**src/rtl/reg_wb_pkg.sv**
```systemverilog
// Shared widths and the FIFO entry type for the register-file writeback unit.
package reg_wb_pkg;

    localparam int ADDR_W   = 4;
    localparam int DATA_W   = 32;
    localparam int NUM_REGS = 2 ** ADDR_W;

    typedef struct packed {
        logic [ADDR_W-1:0] addr;
        logic [DATA_W-1:0] data;
    } wb_entry_t;

endpackage

```
**src/rtl/wb_fifo.sv**
```systemverilog
// In-order circular buffer of writeback entries; exposes entries oldest-first
// for forwarding when REG_WB_BYPASS_EN is defined.
module wb_fifo
    import reg_wb_pkg::*;
#(
    parameter int DEPTH = 4,
    parameter int CNT_W = $clog2(DEPTH + 1)
) (
    input  logic             clk,
    input  logic             rst_n,
    input  logic             push,
    input  logic             pop,
    input  wb_entry_t        push_entry,
    output wb_entry_t        head,
    output logic [CNT_W-1:0] count,
    output logic             full,
    output logic             empty
`ifdef REG_WB_BYPASS_EN
    ,
    output wb_entry_t        age_entry [DEPTH],
    output logic [DEPTH-1:0] age_valid
`endif
);

    localparam int PTR_W = $clog2(DEPTH);

    wb_entry_t        mem [DEPTH];
    logic [PTR_W-1:0] wr_ptr;
    logic [PTR_W-1:0] rd_ptr;

    assign head  = mem[rd_ptr];
    assign full  = (count == CNT_W'(DEPTH));
    assign empty = (count == '0);

    // Storage needs no reset: count gates every read of it.
    always_ff @(posedge clk) begin
        if (push) begin
            mem[wr_ptr] <= push_entry;
        end
    end

    always_ff @(posedge clk or negedge rst_n) begin
        if (!rst_n) begin
            wr_ptr <= '0;
            rd_ptr <= '0;
            count  <= '0;
        end else begin
            if (push) begin
                wr_ptr <= wr_ptr + 1'b1;
            end
            if (pop) begin
                rd_ptr <= rd_ptr + 1'b1;
            end
            count <= count + CNT_W'(push) - CNT_W'(pop);
        end
    end

`ifdef REG_WB_BYPASS_EN
    always_comb begin
        for (int i = 0; i < DEPTH; i++) begin
            age_entry[i] = mem[rd_ptr + PTR_W'(i)];
            age_valid[i] = (CNT_W'(i) < count);
        end
    end
`endif

endmodule

```
**src/rtl/reg_writeback.sv**
```systemverilog
// Register-file writeback: mem-over-ALU arbiter, FIFO drain to the write port,
// destination scoreboard, optional forwarding (REG_WB_BYPASS_EN).
module reg_writeback #(
    parameter int DEPTH  = 4,
    parameter int ADDR_W = reg_wb_pkg::ADDR_W,
    parameter int DATA_W = reg_wb_pkg::DATA_W
) (
    input  logic                 clk,
    input  logic                 rst_n,
    input  logic                 alu_valid,
    output logic                 alu_ready,
    input  logic [ADDR_W-1:0]    alu_addr,
    input  logic [DATA_W-1:0]    alu_data,
    input  logic                 mem_valid,
    output logic                 mem_ready,
    input  logic [ADDR_W-1:0]    mem_addr,
    input  logic [DATA_W-1:0]    mem_data,
    input  logic                 issue_valid,
    input  logic [ADDR_W-1:0]    issue_addr,
    output logic [2**ADDR_W-1:0] busy_mask,
    output logic [ADDR_W-1:0]    write_addr,
    output logic [DATA_W-1:0]    write_data,
    output logic                 write_enable1,
    input  logic [ADDR_W-1:0]    fwd_addr,
    output logic                 fwd_hit,
    output logic [DATA_W-1:0]    fwd_data
);

    import reg_wb_pkg::*;

    localparam int CNT_W = $clog2(DEPTH + 1);

    wb_entry_t          push_entry;
    wb_entry_t          head;
    logic [CNT_W-1:0]   fifo_count;
    logic               fifo_full;
    logic               fifo_empty;
    logic               mem_take;
    logic               alu_take;
    logic               push;
    logic               pop;
    logic [2**ADDR_W-1:0] busy_next;
    logic               unused_count;

    // Ready looks only at registered occupancy, never at this cycle's pop.
    assign mem_ready = !fifo_full;
    assign alu_ready = !fifo_full && !mem_valid;
    assign mem_take  = mem_valid && mem_ready;
    assign alu_take  = alu_valid && alu_ready;
    assign push      = mem_take || alu_take;
    assign pop       = !fifo_empty;

    assign unused_count = ^fifo_count;

    always_comb begin
        push_entry = '{addr: alu_addr, data: alu_data};
        if (mem_take) begin
            push_entry = '{addr: mem_addr, data: mem_data};
        end
    end

`ifdef REG_WB_BYPASS_EN
    wb_entry_t        age_entry [DEPTH];
    logic [DEPTH-1:0] age_valid;
`endif

    wb_fifo #(.DEPTH(DEPTH), .CNT_W(CNT_W)) u_fifo (
        .clk        (clk),
        .rst_n      (rst_n),
        .push       (push),
        .pop        (pop),
        .push_entry (push_entry),
        .head       (head),
        .count      (fifo_count),
        .full       (fifo_full),
        .empty      (fifo_empty)
`ifdef REG_WB_BYPASS_EN
        ,
        .age_entry  (age_entry),
        .age_valid  (age_valid)
`endif
    );

    // Set after clear so a re-issue on the retiring address keeps the bit.
    always_comb begin
        busy_next = busy_mask;
        if (write_enable1) begin
            busy_next[write_addr] = 1'b0;
        end
        if (issue_valid) begin
            busy_next[issue_addr] = 1'b1;
        end
    end

    always_ff @(posedge clk or negedge rst_n) begin
        if (!rst_n) begin
            write_enable1 <= 1'b0;
            write_addr    <= '0;
            write_data    <= '0;
            busy_mask     <= '0;
        end else begin
            write_enable1 <= pop;
            if (pop) begin
                write_addr <= head.addr;
                write_data <= head.data;
            end
            busy_mask <= busy_next;
        end
    end

`ifdef REG_WB_BYPASS_EN
    // Oldest first, so later (younger) matches overwrite earlier ones.
    always_comb begin
        fwd_hit  = 1'b0;
        fwd_data = '0;
        if (write_enable1 && (write_addr == fwd_addr)) begin
            fwd_hit  = 1'b1;
            fwd_data = write_data;
        end
        for (int i = 0; i < DEPTH; i++) begin
            if (age_valid[i] && (age_entry[i].addr == fwd_addr)) begin
                fwd_hit  = 1'b1;
                fwd_data = age_entry[i].data;
            end
        end
    end
`else
    logic unused_fwd;
    assign unused_fwd = ^fwd_addr;
    assign fwd_hit    = 1'b0;
    assign fwd_data   = '0;
`endif

endmodule

```
**config.mk**
```make
export PLATFORM = sky130hd
export DESIGN_NAME = reg_writeback
export DESIGN_NICKNAME = d
export VERILOG_FILES = /design/src/rtl/reg_wb_pkg.sv /design/src/rtl/wb_fifo.sv /design/src/rtl/reg_writeback.sv
export SDC_FILE = /design/constraint.sdc
export NUM_CORES = 1
export LEC_CHECK = 0
export CAP_MARGIN = 10
export CORE_MARGIN = 2
export CORE_UTILIZATION = 55
export CTS_CLUSTER_DIAMETER = 60
export CTS_CLUSTER_SIZE = 30
export DETAILED_ROUTE_END_ITERATION = 12
export PLACE_DENSITY = 0.84
export SYNTH_ARGS = -nofsm -noshare
export SYNTH_HDL_FRONTEND = slang
export SYNTH_SLANG_ARGS = --single-unit
```
**constraint.sdc**
```tcl
create_clock -name clk -period 4.1 [get_ports clk]
set_input_delay 0.615 -clock clk [delete_from_list [all_inputs] [get_ports clk]]
set_output_delay 0.615 -clock clk [all_outputs]
set_load 0.03 [all_outputs]
```
# Word-level counts from Yosys, hierarchy flattened
# Memory sizes are Yosys's and may differ from the RTL's. A register that Yosys moved wholly into a read port is not among the register bits.
# Cells that the tools add are included.
# classes
n_lt_le_gt_ge	4
bitwise	3
n_addsub	4
mux	9
eq_ne	1
reduce_logical	12
# op_table
cell	count
$mux W36	1
$mux W16	2
$and A16 B16 Y16	1
$not A16 Y16	1
$or A16 B16 Y16	1
$lt A4 B5 Y1 const B	2
$demux W1 S4	2
$ge A4 B1 Y1 const B	2
$logic_and A1 B1 Y1	5
$logic_not A1 Y1	5
$add A2 B1 Y2 const B	2
$mux W1	4
$add A3 B1 Y3	1
$eq A3 B3 Y1 const B	1
$logic_not A3 Y1	1
$sub A3 B1 Y3	1
$logic_or A1 B1 Y1	1
# totals
ramBits	144
n_memories	1
wordCells	39
in_bits	85
register_bits	24
# memory_table
name	depth	width	read_ports	rd_clocked_by_memory_dff	wr	line	text
u_fifo.mem	4	36	1	1	1	wb_fifo.sv:27	wb_entry_t mem [DEPTH];

# Logic depth before layout (Yosys ltp)
# Gate-level depths: netlist of the first run.
# logic_depth
depth_word	9
depth_mapped	10
depth_no_buf	8

# Modules after synthesis
# From an unflattened synthesis of the first run, not the netlist that was laid out.
# unflattened
cells_unflattened	449
area_unflattened_um2	8494.4
# modules_own_cells
module	seq_area_each_um2	cells_per_inst	instances	area_per_inst_um2
wb_fifo	4499.3	222	1	5599.1
reg_writeback	1326.3	227	1	2895.3

# Worst setup path after synthesis of the first run
# OpenSTA, ideal clock, no wires.
# synth_timing
path_type	register to register
start	register u_fifo.count[1]
end	register u_fifo.count[2]
period_less_slack_ns	2.305
n_path_buf	2
t_required_ns	3.977
path_stages_with_launch	11
setup_time_ns	0.123
setup_slack_ns	1.795
arrival_time_ns	2.182
path_cell_list	dfrtp_1 or3_4 buf_6 buf_6 ha_1 inv_1 ha_1 inv_1 fa_1 xnor2_1 xnor2_1
# synth_rtl
item	line	text
from (decl)	wb_fifo.sv:15	output logic [CNT_W-1:0] count,
from (signal assigned)	wb_fifo.sv:54	count <= count + CNT_W'(push) - CNT_W'(pop);
$logic_not A3 Y1	wb_fifo.sv:33	assign empty = (count == '0);
$logic_not A1 Y1	reg_writeback.sv:51	assign pop = !fifo_empty;
named net pop	reg_writeback.sv:41	logic pop;
$sub A3 B1 Y3	wb_fifo.sv:54	
# The timed path passes the listed nets, and every way through them passes these cells.
# A chain may end at the register's enable or synchronous reset.

# Final worst setup path of the first run
# layout_timing
start	register u_fifo.count[1]
end	register u_fifo.count[2]
# layout_between
elab_chain_cells	7
# layout_lines
item	line	text
$eq A3 B3 Y1	wb_fifo.sv:32	assign full = (count == CNT_W'(DEPTH));
$logic_not A1 Y1	reg_writeback.sv:46, reg_writeback.sv:47	
$logic_and A1 B1 Y1	reg_writeback.sv:47	assign alu_ready = !fifo_full && !mem_valid;
$logic_and A1 B1 Y1	reg_writeback.sv:49	assign alu_take = alu_valid && alu_ready;
$logic_or A1 B1 Y1	reg_writeback.sv:50	assign push = mem_take || alu_take;
$add A3 B1 Y3	wb_fifo.sv:54	
$sub A3 B1 Y3 *	wb_fifo.sv:54	
# Every way passes the cells marked *; elsewhere a longest branch is shown, timed or not.

==> results.cfg, run 1 <==
[power_and_ir_drop]
vdd_drop_max_mv = 0.5295
leakage_nw = 3.696
power.density_nw_per_um2 = 779.6

[layout]
syn2layout_area_growth_pct = 21.71
antenna_cells = 0
drive_above_1_share_pct = 24.83
seqCellArea_sq_um = 5828
fillers = 953
multi_input_area_sq_um = 2290
fin_nets = 677

[timing]
fin_skew_ps = 23.02
worst_pin_slew_ps = 988.6
period_share_pct = 62.19
rsz0062_at_grt = no
max_freq_ghz = 0.3922
holdWs_ps = 219.0
timing.slew.headroom_pct = 33.86
setup_viol = 0
finalSetupTns_ps = 0
period_needed_ps = 2550
slew_viol_final = 0
finalHoldViolCount = 0

[cts]
holdBufCountCts = 0
clk_pin_slew_ps = 100
htree_levels = 1
cts.sinks = 204
cts_tree = built
post_cts_buffers = 0
cts_buffer_depth = 3
cts_inserted_buffers = 13
cts_resized = 0
clk-insertion-delay-late_ps = 470
cts-root-buf = clkbuf_16

[floorplanning]
core.rowCount = 45
die_w_microns = 127.6
die_y_microns = 127.6
die_area_sq_um = 16270
start_util_pct = 55.86
ios = 173
fp.coreArea_sq_um = 15030

[synthesis]
synth_edf_count = 144
synthMuxAreaShare_pct = 19.76
synthSimpleGateAreaFrac_pct = 2.354
synth_top_area_share_pct = 51.49
yosysWarnings = 0
synth_cell_types = 34
ys.flop_type = edfxtp_1
ys_ff_latch = 204
synth_fa_ha_area_share_pct = 1.132
synth_top_family_by_area = multiplexers
synth-xor-area-share_pct = 0.5215
synth_top_cell_by_area = edfxtp_1
syn_area_per_cell_sq_um = 18.91
synthCells = 444
seq_area_frac_synth_pct = 69.37
syn_area_sq_um = 8398
ys_async_sr_fraction_pct = 29.41
synth_compound_gate_area_share_pct = 1.967
yosys-top-cells-area = edfxtp_1 (51%), dfrtp_1 (18%), mux4_2 (9.4%)

[global_route]
grt_max_degree = 61
grt_pass1_vias = 4519
grt_pass1_wl_microns = 23470
grt_use_total_pct = 18.54
grt_overflow_total = 0
grt_antenna_before_repair = 0

[route]
drtAntennaViolNets = 0
drt_iter0_markers = 230
drc = 0
wl_per_cell_microns = 19.57
vias = 4369
post_drt_via_cell_ratio = 5.601
wl_microns = 15270
drt_pre_antenna_iters = 5

[setup_path]
r2r-end = u_fifo.count[2]$_DFF_PN0_
critPathSlowestCell = or3_4
crit_path_max_incr_delay_ps = 660
reg2regPathDepth = 8
r2r_slack_ps = 1550
cp_num_buf_inv = 2
path_cells = or3_4 > ha_1 > inv_1 > ha_1 > inv_1 > fa_1 > xnor2_1 > xnor2_1
cp_data_required_time_ps = 4480
path_class = reg -> reg
reg2reg_from = u_fifo.count[1]$_DFF_PN0_
startpoint_type = flip-flop
crit_path_end_kind = flip-flop
crit_fanout = 40
critPathArrivalTime_ps = 2930
crit_family = adder cells

[job]
cap_violations = 0

[place]
gp_congestion = 0.8402
hpwl_microns = 9975
io_buffer_count = 135

[worst_hold_path]
hold_class = in -> async

[outcome]
status = finished clean
power breakdown:
| group | switching, mW | internal, mW |
|---|---|---|
| clock network | 0.718 | 0.637 |
| registers | 0.423 | 3.09 |
| logic | 1.60 | 1.50 |
sequential cells by signal, summed over array words and instances (netlist names):
signal and flops:
write_data 32, write_enable1 1, write_addr 4, busy_mask 16
u_fifo.count 3, u_fifo.mem 144, u_fifo.wr_ptr 2, u_fifo.rd_ptr 2
worst register-to-register path, stage by stage, from the launching register on:
cell	delay, ps
dfrtp_1	450
or3_4	660
ha_1	380
inv_1	60
ha_1	140
inv_1	60
fa_1	390
xnor2_1	200
xnor2_1	150
cell usage after synthesis (5+ instances only):
master	count
mux4_2	35
mux2_4	6
o21ai_0	28
buf_2	6
edfxtp_1	144
dfrtp_1	60
mux2_1	5
nand2b_1	5
inv_1	8
ha_1	6
buf_4	36
mux2_2	62
placed cells by master, fill, tap and decap left out, types with 2 or more instances in the layout:
cell type          n
inv_12             2
mux2_2            62
clkbuf_16         13
inv_6              4
or3b_2             2
clkdlybuf4s50_1  134
nand2_1            3
conb_1            33
clkinv_8           2
buf_4              8
ha_1               6
xnor2_1            4
dfrtp_1           58
mux2_4             6
dfrtp_2            2
or2_2              2
and2_2             4
inv_1              8
edfxtp_1         144
nor2_1             4
mux4_2            35
nand2b_1           5
nand3b_1           4
nand3_1            3
o21ai_0           28
mux2_1             5
cells by family (layout without fill, tap and decap cells):
| group | count (synthesis) | count (layout) |
|---|---|---|
| buf+inv | 56 | 172 |
| compound gates | 31 | 31 |
| flops | 204 | 204 |
| simple gates | 31 | 31 |
| other cells | 1 | 33 |
| mux | 109 | 109 |
| xor+xnor | 5 | 5 |
| fa+ha+maj | 7 | 7 |
area by class of cell:
cell class | count | share of cell area [%]
Clock buffer | 13 | 3.183
Clock inverter | 9 | 1.089
Inverter | 8 | 0.2938
Multi-Input combinational cell | 216 | 22.40
Sequential cell | 204 | 57.02
Tap cell | 188 | 2.301
Timing Repair Buffer | 142 | 13.71
how the worst max path moves through the flow:
stage	from	slack, ps	endpoint	depth (start not counted)
CTS	u_fifo.count[1]$_DFF_PN0_	1510	u_fifo.count[2]$_DFF_PN0_	8
detailed placement	mem_valid	1120	u_fifo.mem[0][9]$_DFFE_PP_	4
global route	u_fifo.count[1]$_DFF_PN0_	1410	u_fifo.count[2]$_DFF_PN0_	8
global placement	mem_valid	1190	u_fifo.mem[0][9]$_DFFE_PP_	4
finish	u_fifo.count[1]$_DFF_PN0_	1550	u_fifo.count[2]$_DFF_PN0_	8
floorplan	u_fifo.count[1]$_DFF_PN0_	1800	u_fifo.count[2]$_DFF_PN0_	10
through the flow:
step                      worst slack, ps  power (mW)  cell area (sq um)  std cells  utilization (%)
after global routing                 1413       8.358              10220        780            67.99
after floorplan                      1795       5.598               8518        476                -
after global placement               1192       6.535               9784        758            65.09
after detailed placement             1118       6.694               9784        758            65.09
final                                1550       7.968              10220        780            67.99
after CTS                            1512       8.060              10220        780            67.99
per-layer routing:
metal	share of wire, %	GRT usage, %
met2	51	33.19
met3	6.1	2.931
met5	0	0
met1	42	24.79
met4	1.1	2.780
Power figures use the tool's default switching activity.
==> run 2, diff against run 1 <==
- CORE_UTILIZATION: 55 -> 46
- PLACE_DENSITY: 0.84 -> 0.75
- clock period: 4.1 -> 2.2 ns (I/O delays scaled with it)
==> run 2 against run 1 <==
Total power up 94%. Sequential cell count unchanged. Worst hold slack better by 160 ps. Clock power up 110%. Global-route usage down 2.6 points. Register-to-register slack worse by 1400 ps. Via count down 0.11%. Non-clock buffer count up 10. Die area up 19%.
==> results.cfg, run 2 (synthesized netlist as in run 1, its figures left out) <==
[floorplanning]
fp.coreArea_sq_um = 17960
core.rowCount = 49
ios = 173
die_w_microns = 139.1
die_area_sq_um = 19350
start_util_pct = 46.75
die_y_microns = 139.1

[cts]
post_cts_buffers = 0
htree_levels = 1
cts_tree = built
cts_inserted_buffers = 15
cts_buffer_depth = 3
cts-root-buf = clkbuf_16
clk-insertion-delay-late_ps = 480
cts.sinks = 204
clk_pin_slew_ps = 100

[layout]
syn2layout_area_growth_pct = 25.70
antenna_cells = 0
fin_cells = 834
multi_input_area_sq_um = 2325
fin_nets = 689
seqCellArea_sq_um = 5829
drive_above_1_share_pct = 27.44
top_register = u_fifo.mem
fin_util_pct = 58.77
final_common_cell = edfxtp_1
largest_register_ff_count = 144
layout_common_cells = edfxtp_1 (144), clkdlybuf4s50_1 (132), mux2_2 (62), dfrtp_1 (57), mux4_2 (35)
stdcell_area_sq_um = 10560
fillers = 1327
top_regs = u_fifo.mem x144, write_data x32, busy_mask x16

[route]
vias = 4364
post_drt_via_cell_ratio = 5.233
drt_pre_antenna_iters = 4
wl_microns = 15460
drt_iter0_markers = 151
drtAntennaViolNets = 0
drc = 0
wl_per_cell_microns = 18.53

[outcome]
status = finished clean

[global_route]
grt_pass1_vias = 4525
grt_antenna_before_repair = 0
grt_overflow_total = 0
grt_use_total_pct = 15.97
grt_max_degree = 40
grt_pass1_wl_microns = 24360

[power_and_ir_drop]
p_comb_share_pct = 40.4
power.density_nw_per_um2 = 1463
pwr-share-clk_pct = 18.4
swShare_pct = 34.14
p_total_mw = 15.45
power.internal_mw = 10.17
p_sw_mw = 5.274
vdd_drop_max_mv = 0.8063
leakage_nw = 3.817
power_frac_seq_pct = 41.1

[setup_path]
critPathArrivalTime_ps = 2430
crit_path_end_kind = flip-flop
crit_fanout = 4
r2r_slack_ps = 130
path_class = reg -> reg
startpoint_type = flip-flop
cp_data_required_time_ps = 2550

[place]
hpwl_microns = 10180
placed_cells = 808
gp_congestion = 0.8932
io_buffer_count = 135
placed_cell_area_sq_um = 10040

[timing]
worst_pin_slew_ps = 642.8
max_freq_ghz = 0.4820
finalHoldViolCount = 0
rsz0062_at_grt = no
period_needed_ps = 2075
holdWs_ps = 383.0
period_share_pct = 94.30
setup_viol = 0
timing.slew.headroom_pct = 57.15
slew_viol_final = 0
fin_skew_ps = 15.35

[worst_hold_path]
hold_class = in -> async

[job]
cap_violations = 0
## run 2: power by group through the flow
stage	Combinational [mW]	Sequential, mW	Clock (mW)
floorplan	3.26	7.26	0
CTS	6.37	6.38	2.91
finish	6.25	6.35	2.85
global route	6.70	6.51	3.07
detailed placement	6.33	6.46	0
global placement	6.19	6.37	0
## run 2: cell type report
type	instances	share of cell area, %
clock inverter	10	1.268
tap	229	2.714
inverter	8	0.2845
clock buffer	15	3.556
timing repair buffer	152	14.93
multi-input combinational	216	22.02
sequential	204	55.22
## run 2: critical path, stage by stage, from the launching register on
cell	delay, ps
dfrtp_2	470
or3_4	420
ha_4	220
inv_2	60
ha_4	120
inv_2	40
fa_2	360
xnor2_2	150
xnor2_1	130
## run 2: final timing paths
kind | start | endpoint | cells after the start
min reg2reg | write_data[16]$_DFFE_PN0N_ | write_data[16]$_DFFE_PN0N_ | 1
max | u_fifo.count[1]$_DFF_PN0_ | u_fifo.count[2]$_DFF_PN0_ | 8
max reg2reg | u_fifo.count[1]$_DFF_PN0_ | u_fifo.count[2]$_DFF_PN0_ | 8
min | rst_n | busy_mask[9]$_DFF_PN0_ | 2
max in group asynchronous | rst_n | write_data[16]$_DFFE_PN0N_ | 3
min in group clk | write_data[16]$_DFFE_PN0N_ | write_data[16]$_DFFE_PN0N_ | 1
## run 2: repair_timing
action,4_1_cts,5_1_grt
hold endpoints to repair,36,0
endpoints found under the setup margin,2,0
hold buffers,1,0
gates resized for setup,2,0
## run 2: metrics by stage
step | setup slack [ps] | TNS [ps]
2_1_floorplan | -67.13 | -7311
3_3_place_gp | 106.2 | 0
3_5_place_dp | 51.63 | 0
4_1_cts | 106.6 | 0
5_1_grt | 30.56 | 0
6_report | 125.3 | 0
## run 2: layer usage
layer  up-vias  wire, microns  share of wire (%)  GRT usage (%)
met5         -              0                  0              0
met4         0            167                1.1          3.243
met3        12            955                6.2          2.693
met2       195           7747                 50          27.72
met1      2200           6584                 43          21.55
li1       1957              -                  -              -
==> run 3, diff against run 2 <==
- CORE_UTILIZATION: 46 -> 35
- PLACE_DENSITY: 0.75 -> 0.59
==> run 3 against run 2 <==
Worst setup slack better by 13 ps. Count of clock-buffer cells in the layout up 2. Combinational power up 1%. Non-clock buffer count up 3. Largest power group unchanged. Highest routed layer unchanged.
==> results.cfg, run 3 (synthesized netlist as in run 1, its figures left out) <==
[layout]
final_common_cell = edfxtp_1
fin_cells = 930
stdcell_area_sq_um = 10800
fin_nets = 693
antenna_cells = 0
drive_above_1_share_pct = 28.15
syn2layout_area_growth_pct = 28.65
top_register = u_fifo.mem
layout_common_cells = edfxtp_1 (144), clkdlybuf4s50_1 (132), mux2_2 (62), dfrtp_1 (57), mux4_2 (35)
largest_register_ff_count = 144
top_regs = u_fifo.mem x144, write_data x32, busy_mask x16

[setup_path]
critPathArrivalTime_ps = 2450
crit_path_max_incr_delay_ps = 460
startpoint = u_fifo.count[1]$_DFF_PN0_
cp_data_required_time_ps = 2580
reg2reg_from = u_fifo.count[1]$_DFF_PN0_
crit_fanout = 4
path_cells = or3_4 > ha_4 > inv_2 > ha_4 > inv_2 > fa_2 > xnor2_2 > xnor2_1
path_class = reg -> reg
crit_path_end_kind = flip-flop
critPathSlowestCell = dfrtp_2
r2r-end = u_fifo.count[2]$_DFF_PN0_
reg2regPathDepth = 8
startpoint_type = flip-flop
r2r_slack_ps = 140
crit_family = adder cells
cp_num_buf_inv = 2

[global_route]
grt_max_degree = 40
grt_pass1_wl_microns = 26300
grt_overflow_total = 0
top_usage_layer = met2
grt_use_total_pct = 13.19
grt_pass1_vias = 4699
grt_antenna_before_repair = 0
grtUsageMet1_pct = 16.69
use_met2_pct = 23.10
grt_util_met3_pct = 2.821

[worst_hold_path]
hold_class = in -> async

[place]
placed_cells = 901
hpwl_microns = 10890
io_buffer_count = 135
placed_cell_area_sq_um = 10170
gp_congestion = 0.7881

[cts]
cts_buffer_depth = 3
cts-root-buf = clkbuf_16
clk_pin_slew_ps = 100
cts_inserted_buffers = 16
htree_levels = 1
cts_tree = built
clk-insertion-delay-late_ps = 490
cts.sinks = 204

[floorplanning]
fp.coreArea_sq_um = 23540
die_area_sq_um = 25250
ios = 173
die_y_microns = 158.9
die_w_microns = 158.9
core.rowCount = 56
start_util_pct = 35.67

[power_and_ir_drop]
vdd_drop_max_mv = 0.7204
power.density_nw_per_um2 = 1478
leakage_nw = 3.880

[timing]
max_freq_ghz = 0.4850
worst_pin_slew_ps = 653.2
slew_viol_final = 0
rsz0062_at_grt = no
holdWs_ps = 328.1
setup_viol = 0
period_share_pct = 93.72
timing.slew.headroom_pct = 56.45
period_needed_ps = 2062
finalHoldViolCount = 0
fin_skew_ps = 33.22

[route]
vias = 4341
drtAntennaViolNets = 0
wl_microns = 16520
post_drt_via_cell_ratio = 4.668
drc = 0
wl_per_cell_microns = 17.77
drt_iter0_markers = 218
drt_pre_antenna_iters = 4

[job]
cap_violations = 0

[outcome]
status = finished clean
run 3: changes by cell type in the layout (fill, tap and decap cells not counted), sizes merged:
cell | before | now
clkinv | 3 | 4
inv | 15 | 14
buf | 17 | 20
clkbuf | 15 | 17
bufinv | 0 | 1
run 3: how the worst max path moves through the flow:
stage	to	slack (ps)	depth (start not counted)
finish	u_fifo.count[2]$_DFF_PN0_	140	8
CTS	u_fifo.count[2]$_DFF_PN0_	120	8
global route	u_fifo.count[2]$_DFF_PN0_	40	8
floorplan	u_fifo.mem[3][0]$_DFFE_PP_	-70	3
global placement	u_fifo.count[2]$_DFF_PN0_	60	8
detailed placement	u_fifo.count[2]$_DFF_PN0_	20	8
run 3: per-stage QoR:
step | setup slack [ps] | setup TNS (ps) | util [%] | total power, mW
detailed placement | 19.84 | 0 | 43.22 | 12.92
finish | 138.2 | 0 | 45.89 | 15.97
global route | 38.97 | 0 | 45.89 | 16.86
CTS | 120.8 | 0 | 45.89 | 16.24
floorplan | -67.13 | -7311 | - | 10.52
global placement | 59.84 | 0 | 43.22 | 12.73
run 3: report_power, final:
group	switching, mW	total (mW)	internal (mW)
combinational	3.27	6.34	3.07
clock	1.59	3.27	1.68
sequential	0.609	6.36	5.75
run 3: layout make-up:
| type | instances | area, sq um |
|---|---|---|
| clock buffer | 17 | 425.4 |
| clock inverter | 11 | 196.4 |
| fill | 1997 | 12740 |
| inverter | 8 | 30.03 |
| multi-input combinational | 216 | 2325 |
| sequential | 204 | 5829 |
| tap | 319 | 399.1 |
| timing repair buffer | 155 | 1599 |
run 3: per-layer routing:
metal / share of wire [%] / vias up
met5: 0 / -
met3: 5.3 / 26
met2: 49 / 165
li1: - / 1963
met1: 43 / 2187
met4: 2.2 / 0
run 3: repair_timing:
| item | 4_1_cts | 5_1_grt |
|---|---|---|
| setup buffers | 0 | 0 |
| endpoints found under the hold margin | 30 | 0 |
| endpoints found under the setup margin | 2 | 0 |
| resized for setup | 2 | 0 |
| hold buffers | 1 | 0 |
